## src/rtl/bus_pkg.sv

```systemverilog
// Shared definitions for the serial system bus: arbiter state encoding, bus
// instruction codes and default field widths.
package bus_pkg;

  localparam int unsigned DefSlaveLen = 2;
  localparam int unsigned DefAddrLen  = 8;
  localparam int unsigned DefDataLen  = 8;

  typedef enum logic [2:0] {
    StIdle,
    StRxSelect,
    StCheck,
    StBusy,
    StRelease
  } arb_state_e;

  typedef enum logic [1:0] {
    InstrInactive = 2'b00,
    InstrWrite    = 2'b10,
    InstrRead     = 2'b11
  } bus_instr_e;

  typedef logic [DefAddrLen-1:0] bus_addr_t;
  typedef logic [DefDataLen-1:0] bus_data_t;

endpackage

```

## src/rtl/rr_priority_picker.sv

```systemverilog
// Round-robin picker: returns the first requesting index strictly after
// last_winner, wrapping modulo MASTER_NUM, plus a valid flag.
module rr_priority_picker #(
  parameter int unsigned MASTER_NUM = 2,
  parameter int unsigned MSEL_W     = 1
) (
  input  logic [MASTER_NUM-1:0] req,
  input  logic [MSEL_W-1:0]     last_winner,
  output logic [MSEL_W-1:0]     winner,
  output logic                  valid
);

  // Walk from the farthest candidate to the nearest so the nearest requester wins.
  always_comb begin
    int unsigned idx;
    idx    = 0;
    winner = '0;
    valid  = 1'b0;
    for (int unsigned k = MASTER_NUM; k >= 1; k--) begin
      idx = (32'(last_winner) + k) % MASTER_NUM;
      if (req[idx[MSEL_W-1:0]]) begin
        winner = idx[MSEL_W-1:0];
        valid  = 1'b1;
      end
    end
  end

endmodule

```

## src/rtl/bus_arbiter.sv

```systemverilog
// Central round-robin arbiter for the serial system bus. The winning master
// shifts in its slave select LSB first; the bus is granted once the target
// slave is ready and released when the owner reports completion.
// Optional watchdog: define ARB_TIMEOUT_EN to force a release after
// TIMEOUT_CYCLES cycles in BUSY and pulse timeout_err.
module bus_arbiter
  import bus_pkg::*;
#(
  parameter int unsigned SLAVE_LEN      = DefSlaveLen,
  parameter int unsigned MASTER_NUM     = 2,
  parameter int unsigned MSEL_W         = $clog2(MASTER_NUM),
  parameter int unsigned TIMEOUT_CYCLES = 1024
) (
  input  logic                    clk,
  input  logic                    reset,
  input  logic [MASTER_NUM-1:0]   m_approval_request,
  input  logic [MASTER_NUM-1:0]   m_slave_select,
  input  logic [MASTER_NUM-1:0]   m_master_ready,
  output logic [MASTER_NUM-1:0]   m_arbitor_busy,
  output logic [MASTER_NUM-1:0]   m_approval_grant,
  input  logic [2**SLAVE_LEN-1:0] slave_ready,
  output logic                    bus_busy,
  output logic [MSEL_W-1:0]       master_sel,
  output logic [SLAVE_LEN-1:0]    slave_sel,
  output logic                    timeout_err
);

  localparam int unsigned CntW = $clog2(SLAVE_LEN + 1);

  if (MASTER_NUM < 2 || MASTER_NUM > 4 || MSEL_W != $clog2(MASTER_NUM) ||
      TIMEOUT_CYCLES < 3) begin : g_bad_params
    $error("bus_arbiter: illegal parameter combination");
  end

  arb_state_e              state_q, state_d;
  logic [MSEL_W-1:0]       owner_q, owner_d;
  logic [MSEL_W-1:0]       last_q, last_d;
  logic [CntW-1:0]         count_q, count_d;
  logic [SLAVE_LEN-1:0]    sel_shift_q, sel_shift_d;
  logic [1:0]              hold_q, hold_d;
  logic                    bus_busy_q, bus_busy_d;
  logic [MSEL_W-1:0]       master_sel_q, master_sel_d;
  logic [SLAVE_LEN-1:0]    slave_sel_q, slave_sel_d;
  logic [MASTER_NUM-1:0]   grant_q, grant_d;
  logic [MSEL_W-1:0]       pick_winner;
  logic                    pick_valid;
`ifdef ARB_TIMEOUT_EN
  localparam int unsigned TcntW = $clog2(TIMEOUT_CYCLES + 1);
  logic [TcntW-1:0]        tcnt_q, tcnt_d;
  logic                    tout_q, tout_d;
`endif

  rr_priority_picker #(
    .MASTER_NUM (MASTER_NUM),
    .MSEL_W     (MSEL_W)
  ) u_picker (
    .req         (m_approval_request),
    .last_winner (last_q),
    .winner      (pick_winner),
    .valid       (pick_valid)
  );

  // Next-state and registered-output logic for the arbitration sequence.
  always_comb begin
    state_d      = state_q;
    owner_d      = owner_q;
    last_d       = last_q;
    count_d      = count_q;
    sel_shift_d  = sel_shift_q;
    hold_d       = hold_q;
    bus_busy_d   = bus_busy_q;
    master_sel_d = master_sel_q;
    slave_sel_d  = slave_sel_q;
    grant_d      = '0;
`ifdef ARB_TIMEOUT_EN
    tcnt_d       = tcnt_q;
    tout_d       = 1'b0;
`endif
    unique case (state_q)
      StIdle: begin
        count_d = '0;
        if (pick_valid) begin
          owner_d     = pick_winner;
          // Select bits arrive LSB first; shift in at the top so bit 0 lands at the bottom.
          sel_shift_d = SLAVE_LEN'(m_slave_select[pick_winner]) << (SLAVE_LEN - 1);
          if (SLAVE_LEN == 1) begin
            state_d = StCheck;
          end else begin
            state_d = StRxSelect;
            count_d = CntW'(1);
          end
        end
      end
      StRxSelect: begin
        if (!m_approval_request[owner_q]) begin
          // Owner abandoned the request; last_q is left alone.
          state_d = StIdle;
          count_d = '0;
        end else begin
          sel_shift_d = (sel_shift_q >> 1) |
                        (SLAVE_LEN'(m_slave_select[owner_q]) << (SLAVE_LEN - 1));
          count_d     = count_q + CntW'(1);
          if (count_q == CntW'(SLAVE_LEN - 1)) begin
            state_d = StCheck;
          end
        end
      end
      StCheck: begin
        if (slave_ready[sel_shift_q] && !bus_busy_q) begin
          grant_d      = MASTER_NUM'(1) << owner_q;
          bus_busy_d   = 1'b1;
          master_sel_d = owner_q;
          slave_sel_d  = sel_shift_q;
          // Master still sits in its approval wait for two cycles after the grant.
          hold_d       = 2'd2;
          state_d      = StBusy;
`ifdef ARB_TIMEOUT_EN
          tcnt_d       = '0;
`endif
        end
      end
      StBusy: begin
        if (hold_q != 2'd0) begin
          hold_d = hold_q - 2'd1;
        end else if (m_master_ready[owner_q] && !m_approval_request[owner_q]) begin
          state_d = StRelease;
        end
`ifdef ARB_TIMEOUT_EN
        tcnt_d = tcnt_q + TcntW'(1);
        if (state_d == StBusy && tcnt_q == TcntW'(TIMEOUT_CYCLES - 1)) begin
          state_d = StRelease;
          tout_d  = 1'b1;
        end
`endif
      end
      StRelease: begin
        bus_busy_d = 1'b0;
        last_d     = owner_q;
        state_d    = StIdle;
      end
      default: begin
        state_d = StIdle;
      end
    endcase
  end

  // State and output registers with synchronous active-low reset.
  always_ff @(posedge clk) begin
    if (!reset) begin
      state_q      <= StIdle;
      owner_q      <= '0;
      last_q       <= MSEL_W'(MASTER_NUM - 1);
      count_q      <= '0;
      sel_shift_q  <= '0;
      hold_q       <= '0;
      bus_busy_q   <= 1'b0;
      master_sel_q <= '0;
      slave_sel_q  <= '0;
      grant_q      <= '0;
`ifdef ARB_TIMEOUT_EN
      tcnt_q       <= '0;
      tout_q       <= 1'b0;
`endif
    end else begin
      state_q      <= state_d;
      owner_q      <= owner_d;
      last_q       <= last_d;
      count_q      <= count_d;
      sel_shift_q  <= sel_shift_d;
      hold_q       <= hold_d;
      bus_busy_q   <= bus_busy_d;
      master_sel_q <= master_sel_d;
      slave_sel_q  <= slave_sel_d;
      grant_q      <= grant_d;
`ifdef ARB_TIMEOUT_EN
      tcnt_q       <= tcnt_d;
      tout_q       <= tout_d;
`endif
    end
  end

  // Busy indication: in IDLE only losing requesters, otherwise everyone but the owner.
  always_comb begin
    m_arbitor_busy = '0;
    if (state_q == StIdle) begin
      m_arbitor_busy = m_approval_request;
      if (pick_valid) begin
        m_arbitor_busy[pick_winner] = 1'b0;
      end
    end else begin
      m_arbitor_busy = ~(MASTER_NUM'(1) << owner_q);
    end
  end

  assign m_approval_grant = grant_q;
  assign bus_busy         = bus_busy_q;
  assign master_sel       = master_sel_q;
  assign slave_sel        = slave_sel_q;
`ifdef ARB_TIMEOUT_EN
  assign timeout_err      = tout_q;
`else
  assign timeout_err      = 1'b0;
`endif

endmodule

```

## config.mk

```make
export PLATFORM = sky130hd
export DESIGN_NAME = bus_arbiter
export DESIGN_NICKNAME = d
export VERILOG_FILES = /design/src/rtl/bus_pkg.sv /design/src/rtl/rr_priority_picker.sv /design/src/rtl/bus_arbiter.sv
export SDC_FILE = /design/constraint.sdc
export NUM_CORES = 1
export LEC_CHECK = 0
export ABC_AREA = 1
export CAP_MARGIN = 5
export CORE_UTILIZATION = 35
export DETAILED_ROUTE_END_ITERATION = 6
export DONT_BUFFER_PORTS = 1
export PLACE_DENSITY = 0.55
export SLEW_MARGIN = 10
export SYNTH_ARGS = -nofsm -noshare
export SYNTH_HDL_FRONTEND = slang
export SYNTH_SLANG_ARGS = --single-unit
```

## constraint.sdc

```tcl
create_clock -name clk -period 1.6 [get_ports clk]
set_clock_uncertainty 0.1 [all_clocks]
set_input_delay 0.08 -clock clk [delete_from_list [all_inputs] [get_ports clk]]
set_output_delay 0.08 -clock clk [all_outputs]
set_load 0.02 [all_outputs]
```

==> impl_metrics.ini, run 1 <==
[run_status]
status = complete, no violations

[timing]
final.min_clock_period_ns = 1.56
timing_max_transition_violations_final = 0
timing.final.setup_violations = 0
sum_of_negative_setup_slack_ns = 0
fin_hold_viols = 0
min_period_over_period_pct = 97.5
clock.fmax_mhz = 641
grt_setup_unrepaired = yes

[clock_network]
root_buffer = clkbuf_4
cts-root-to-sink-buffers = 2
tritoncts.num_buffers = 3
clock_insertion_delay_worst_skew_ns = 0.31
clk_pin_slew_worst_paths_ns = 0.12
cts.sink_count = 17
clock_tree_from_tritoncts = done
htree_levels = 1

[setup_path]
critPathLaunchType = flop
critPathKind = flop to output port
critPathRequiredTime_ns = 1.42
critPathArrivalTime_ns = 1.38
worst-path-max-fanout = 4
regToRegSetupSlack_ns = 0.11
endpoint_kind = output port

[synth]
synth.largest_area_cell = dfxtp_1
synth-async-reset-ratio_pct = 0
synthDominantCellAreaShare_pct = 35.6
synth_area_per_cell_sq_um = 6.37
synthesized_flop_and_latch_total = 17
syn_inst = 150
distinct_cell_type_count_of_the_synthesized_netlist = 26
most_instantiated_flip_flop_cell_in_the_synthesis_netlist = dfxtp_1
synth_enable_flop_cells = 0
synth.area.top_cells = dfxtp_1, nand2_1, inv_1
netlist_area_sq_um = 956
synth_warnings = 0
number_of_nets_produced_by_synthesis = 164
sequential_element_share_of_the_synthesized_area_pct = 35.6

[worst_hold_path]
worst_hold_path_type = input port to flop

[die]
core_sq_um = 2520
fp.dieW_um = 54.3
die_height_um = 54.3
floorplan.initialDensity_pct = 37.9
site_row_count = 18
io_pins = 21
dieArea_sq_um = 2940

[detailed_routing]
routed_wirelength_um = 2110
wl_per_cell_um = 11.1
drc = 0
dr.first_iter.drc_count = 27
vias_per_cell = 4.86
antenna_violating_nets_post_route = 0
drt_first_pass_iters = 4
routed-via-count = 924

[finish]
ff_latch_area_sq_um = 344
layout.cells.non_filler = 190
postLayoutCoreUtil_pct = 42.9
multi_input_combinational_cell_area_sq_um = 500
final_layout_size_suffix_gt1_share_pct = 15.0
finish.net_count = 175
antenna_cells = 0
post-route-cell-area_sq_um = 1080
area.growth.synth_to_final_pct = 13.1
fill_cell_instance_count_of_the_final_layout = 279

[pwr]
power.ir.vdd_worst_uv = 757
total_power_per_unit_cell_area_nw_per_um2 = 1720
leakage_nw = 0.527

[placed_design]
gp_congestion = 0.866
dpl_cell_area_sq_um = 992
place.port_buffers = 0
hpwl_after_dpl_um = 1600
dp.cells = 180

[global_routing]
number_of_antenna_violations_at_the_first_check_in_global_routing = 0
global_route_wire_length_before_repair_um = 3280
grt_remaining_overflow = 0
first_global_vias = 790
grt_use_total_pct = 16.2
grt_start_max_net_pins = 12

[run]
maxCapViolations = 0
-- state kept, by name (all words and copies together) (netlist names) --
register          flops
bus_busy              1
count_q               2
hold_q                2
last_q                1
m_approval_grant      2
master_sel            1
owner_q               1
sel_shift_q           2
slave_sel             2
state_q               3
-- cell families (layout without fill, tap and decap cells) --
kind of cell             count (synthesis)  in the layout  synth area share [%]
flip-flops                              17             17                  35.6
adder cells (fa/ha/maj)                  2              2                  2.62
buffers and inverters                   28             38                  12.6
AND/OR/NAND/NOR                         80             80                  36.3
AO/OA/AOI/OAI                           22             22                  12.6
other                                    1              1                 0.392
-- final cells by class --
cell class	instances	area share [%]
well taps	30	3.47
clock buffers	4	2.43
multi-input cells	105	46.3
inverters	25	8.91
flip-flops and latches	17	31.8
repair buffers	9	7.06
-- layout by cell type (no fill, tap or decap) --
cell type / netlist / final
a21oi_1: 10 / 10
a31o_2: 1 / 1
buf_4: 1 / 6
buf_6: 1 / 1
clkbuf_1: 0 / 1
clkbuf_4: 0 / 3
conb_1: 1 / 1
dfxtp_1: 17 / 14
dfxtp_2: 0 / 3
dlygate4sd3_1: 0 / 2
ha_1: 2 / 2
inv_1: 23 / 22
inv_2: 1 / 2
inv_4: 1 / 1
nand2_1: 46 / 46
nand2_2: 1 / 1
nand3_1: 8 / 8
nand3_2: 1 / 1
nand3b_1: 1 / 1
nor2_1: 15 / 15
nor2_2: 4 / 3
nor2_4: 0 / 1
nor3_1: 2 / 2
nor3b_2: 1 / 1
o211ai_1: 1 / 1
o21ai_0: 7 / 7
o21ai_1: 1 / 1
o22ai_1: 1 / 1
o31ai_1: 1 / 1
or2_0: 1 / 1
-- final timing paths --
kind	start	endpoint	cells after the start
max	state_q[0]	m_arbitor_busy[0]	7
min	m_approval_request[0]	owner_q	5
max reg2reg	state_q[0]	master_sel	8
min reg2reg	hold_q[1]	hold_q[1]	2
-- worst max-delay path, stage by stage (launching register included) --
cell and delay, ns:
dfxtp_2 0.33, inv_1 0.07, nand2_2 0.09, nor2_4 0.14, buf_6 0.11, nor2_1 0.05
a21oi_1 0.14, buf_4 0.16
-- report_power, final --
| group | switching (W) | internal [W] | total [W] |
|---|---|---|---|
| Clock | 0.000151 | 0.0000972 | 0.000248 |
| Combinational | 0.000555 | 0.000402 | 0.000957 |
| Sequential | 0.000117 | 0.000533 | 0.000649 |
| Total | 0.000823 | 0.00103 | 0.00185 |
-- what timing repair did --
action	in CTS	in global routing
resized for setup	2	4
endpoints found under the hold margin	17	0
buffers inserted	1	3
pin swaps	1	1
hold buffers	2	0
endpoints found under the setup margin	2	10
-- Yosys cell counts, types with 2 or more instances --
| cell type | count |
|---|---|
| nor3_1 | 2 |
| nand3_1 | 8 |
| nor2_2 | 4 |
| inv_1 | 23 |
| ha_1 | 2 |
| dfxtp_1 | 17 |
| o21ai_0 | 7 |
| nand2_1 | 46 |
| nor2_1 | 15 |
| a21oi_1 | 10 |
-- per-stage QoR --
step                hold slack, ns  setup slack [ns]  total power, W
finish                      0.0261            0.0401         0.00185
global route                0.0560           -0.0351         0.00201
CTS                         0.0278           0.00716         0.00177
detailed placement          0.0869             0.135         0.00147
global placement            0.0867             0.174         0.00147
floorplan                    0.174             0.334         0.00128
-- metal layers --
| metal | part of all wire, % | wire [um] | up-vias | track usage, % |
|---|---|---|---|---|
| met3 | 5.0 | 105 | 5 | 3.33 |
| met4 | 1.9 | 40 | 0 | 8.97 |
| met5 | 0 | 0 | - | 0 |
| li1 | - | - | 485 | - |
| met1 | 47 | 997 | 406 | 18.9 |
| met2 | 46 | 963 | 28 | 27.2 |
Power figures use the tool's default switching activity.
==> run 2, diff against run 1 <==
--- a/config.mk
+++ b/config.mk
@@ -10,7 +10,7 @@
 export CORE_UTILIZATION = 35
 export DETAILED_ROUTE_END_ITERATION = 6
 export DONT_BUFFER_PORTS = 1
-export PLACE_DENSITY = 0.55
+export PLACE_DENSITY = 0.51
 export SLEW_MARGIN = 10
 export SYNTH_ARGS = -nofsm -noshare
 export SYNTH_HDL_FRONTEND = slang
==> impl_metrics.ini, run 2 (same netlist as run 1, synthesis figures left out) <==
[clock_network]
cts.sink_count = 17
tritoncts.num_buffers = 3
cts-root-to-sink-buffers = 2
clock_tree_from_tritoncts = done
clk_pin_slew_worst_paths_ns = 0.11
htree_levels = 1
clock_insertion_delay_worst_skew_ns = 0.31
root_buffer = clkbuf_4

[run_status]
status = finished, violations left
violations_in_the_final_reports = negative hold slack

[die]
die_height_um = 54.3
core_sq_um = 2520
site_row_count = 18
floorplan.initialDensity_pct = 37.9
dieArea_sq_um = 2940
fp.dieW_um = 54.3
io_pins = 21

[setup_path]
timing.rr.start = state_q[0]
worst-path-max-fanout = 4
critPathRequiredTime_ns = 1.42
timing.critical_path.buf_inv = 2
critical_path.max_stage_delay_ns = 0.34
startpoint = state_q[2]
critPathArrivalTime_ns = 1.33
critPathLaunchType = flop
critPathKind = flop to output port
crit_path_cell_trace = inv_4 > nand2_4 > nor2_4 > buf_6 > nor2_2 > a31o_2
crit_slowest_cell = dfxtp_2
critPathTopFamily = flip-flops
endpoint_kind = output port

[detailed_routing]
drc = 0
vias_per_cell = 4.84
dr.first_iter.drc_count = 15
routed_wirelength_um = 2140
wl_per_cell_um = 11.3
antenna_violating_nets_post_route = 0
drt_first_pass_iters = 4
routed-via-count = 914

[placed_design]
hpwl_after_dpl_um = 1640
dp.cells = 181
gp_congestion = 0.783
place.port_buffers = 0

[timing]
timing.final.setup_violations = 0
clock.fmax_mhz = 662
sum_of_negative_setup_slack_ns = 0
final.hold.worst_slack_ns = -0.00160
grt_setup_unrepaired = no
final.min_clock_period_ns = 1.51
fin_hold_viols = 1
timing_max_transition_violations_final = 0
min_period_over_period_pct = 94.5

[global_routing]
grt_use_total_pct = 16.5
grt_start_max_net_pins = 12
global_route_wire_length_before_repair_um = 3420
number_of_antenna_violations_at_the_first_check_in_global_routing = 0
grt_remaining_overflow = 0
first_global_vias = 814

[finish]
max_flop_register = state_q
layout.cells.non_filler = 189
final_layout_size_suffix_gt1_share_pct = 20.8
finish.net_count = 174
mostFrequentLayoutCells = nand2_1, inv_1, nor2_1
area.growth.synth_to_final_pct = 15.4
antenna_cells = 0
final_common_cell = nand2_1
largest_register_ffs = 3

[pwr]
total_power_per_unit_cell_area_nw_per_um2 = 1680
power.ir.vdd_worst_uv = 675
leakage_nw = 0.524

[worst_hold_path]
worst_hold_path_type = input port to flop
min-delay-start = m_approval_request[0]

[run]
maxCapViolations = 0
-- run 2: cell type report --
cell class | instances | area (sq um)
multi-input cells | 105 | 522
fillers | 275 | 1420
flip-flops and latches | 17 | 349
clock buffers | 3 | 22.5
clock inverters | 1 | 5.00
well taps | 30 | 37.5
repair buffers | 8 | 68.8
inverters | 25 | 98.8
-- run 2: power by group --
group | leakage [nW] | internal (W) | switching, W
Sequential | 0.140 | 0.000535 | 0.000119
Clock | 0.0177 | 0.0000935 | 0.000153
Combinational | 0.367 | 0.000379 | 0.000575
Total | 0.524 | 0.00101 | 0.000847
-- run 2: per-stage QoR --
step	util, %	hold slack, ns	setup slack [ns]	instance area, sq um	total power, W
3_5_place_dp	39.6	0.104	0.169	1000	0.00149
5_1_grt	43.8	0.0623	0.0180	1100	0.00200
2_1_floorplan	-	0.174	0.334	956	0.00128
6_report	43.8	-0.00160	0.0885	1100	0.00185
4_1_cts	41.8	0.0329	0.0288	1050	0.00176
3_3_place_gp	39.6	0.0826	0.179	1000	0.00148
-- run 2: worst paths after layout --
path,endpoint,slack (ns),cells after the start
min,state_q[1],-0.002,5
max,m_arbitor_busy[1],0.09,6
min reg2reg,m_approval_grant[0],0.38,1
max reg2reg,state_q[0],0.16,10
-- run 2: worst reg2reg max path, cell delays in order (launching register included) --
cell and delay, ns:
dfxtp_2 0.35, buf_4 0.12, nand2_1 0.08, nor2_2 0.20, nand2_1 0.12, nand2_1 0.10, nor2_2 0.05, nand2_2 0.08
nand2_1 0.05, nand2_1 0.05, nor2_1 0.05
-- run 2: per-layer routing --
metal  vias to the layer above  part of all wire, %  GRT usage, %
met1                       403                   48          21.5
met2                        23                   45          26.0
met4                         0                  1.6          6.84
li1                        484                    -             -
met5                         -                    0             0
met3                         4                  5.3          3.61
-- run 2: what timing repair did --
| action | 4_1_cts | 5_1_grt |
|---|---|---|
| endpoints found under the setup margin | 1 | 3 |
| hold buffers | 2 | 0 |
| pin swaps | 0 | 5 |
| endpoints found under the hold margin | 17 | 0 |
| setup buffers | 0 | 2 |
| gates resized for setup | 2 | 16 |
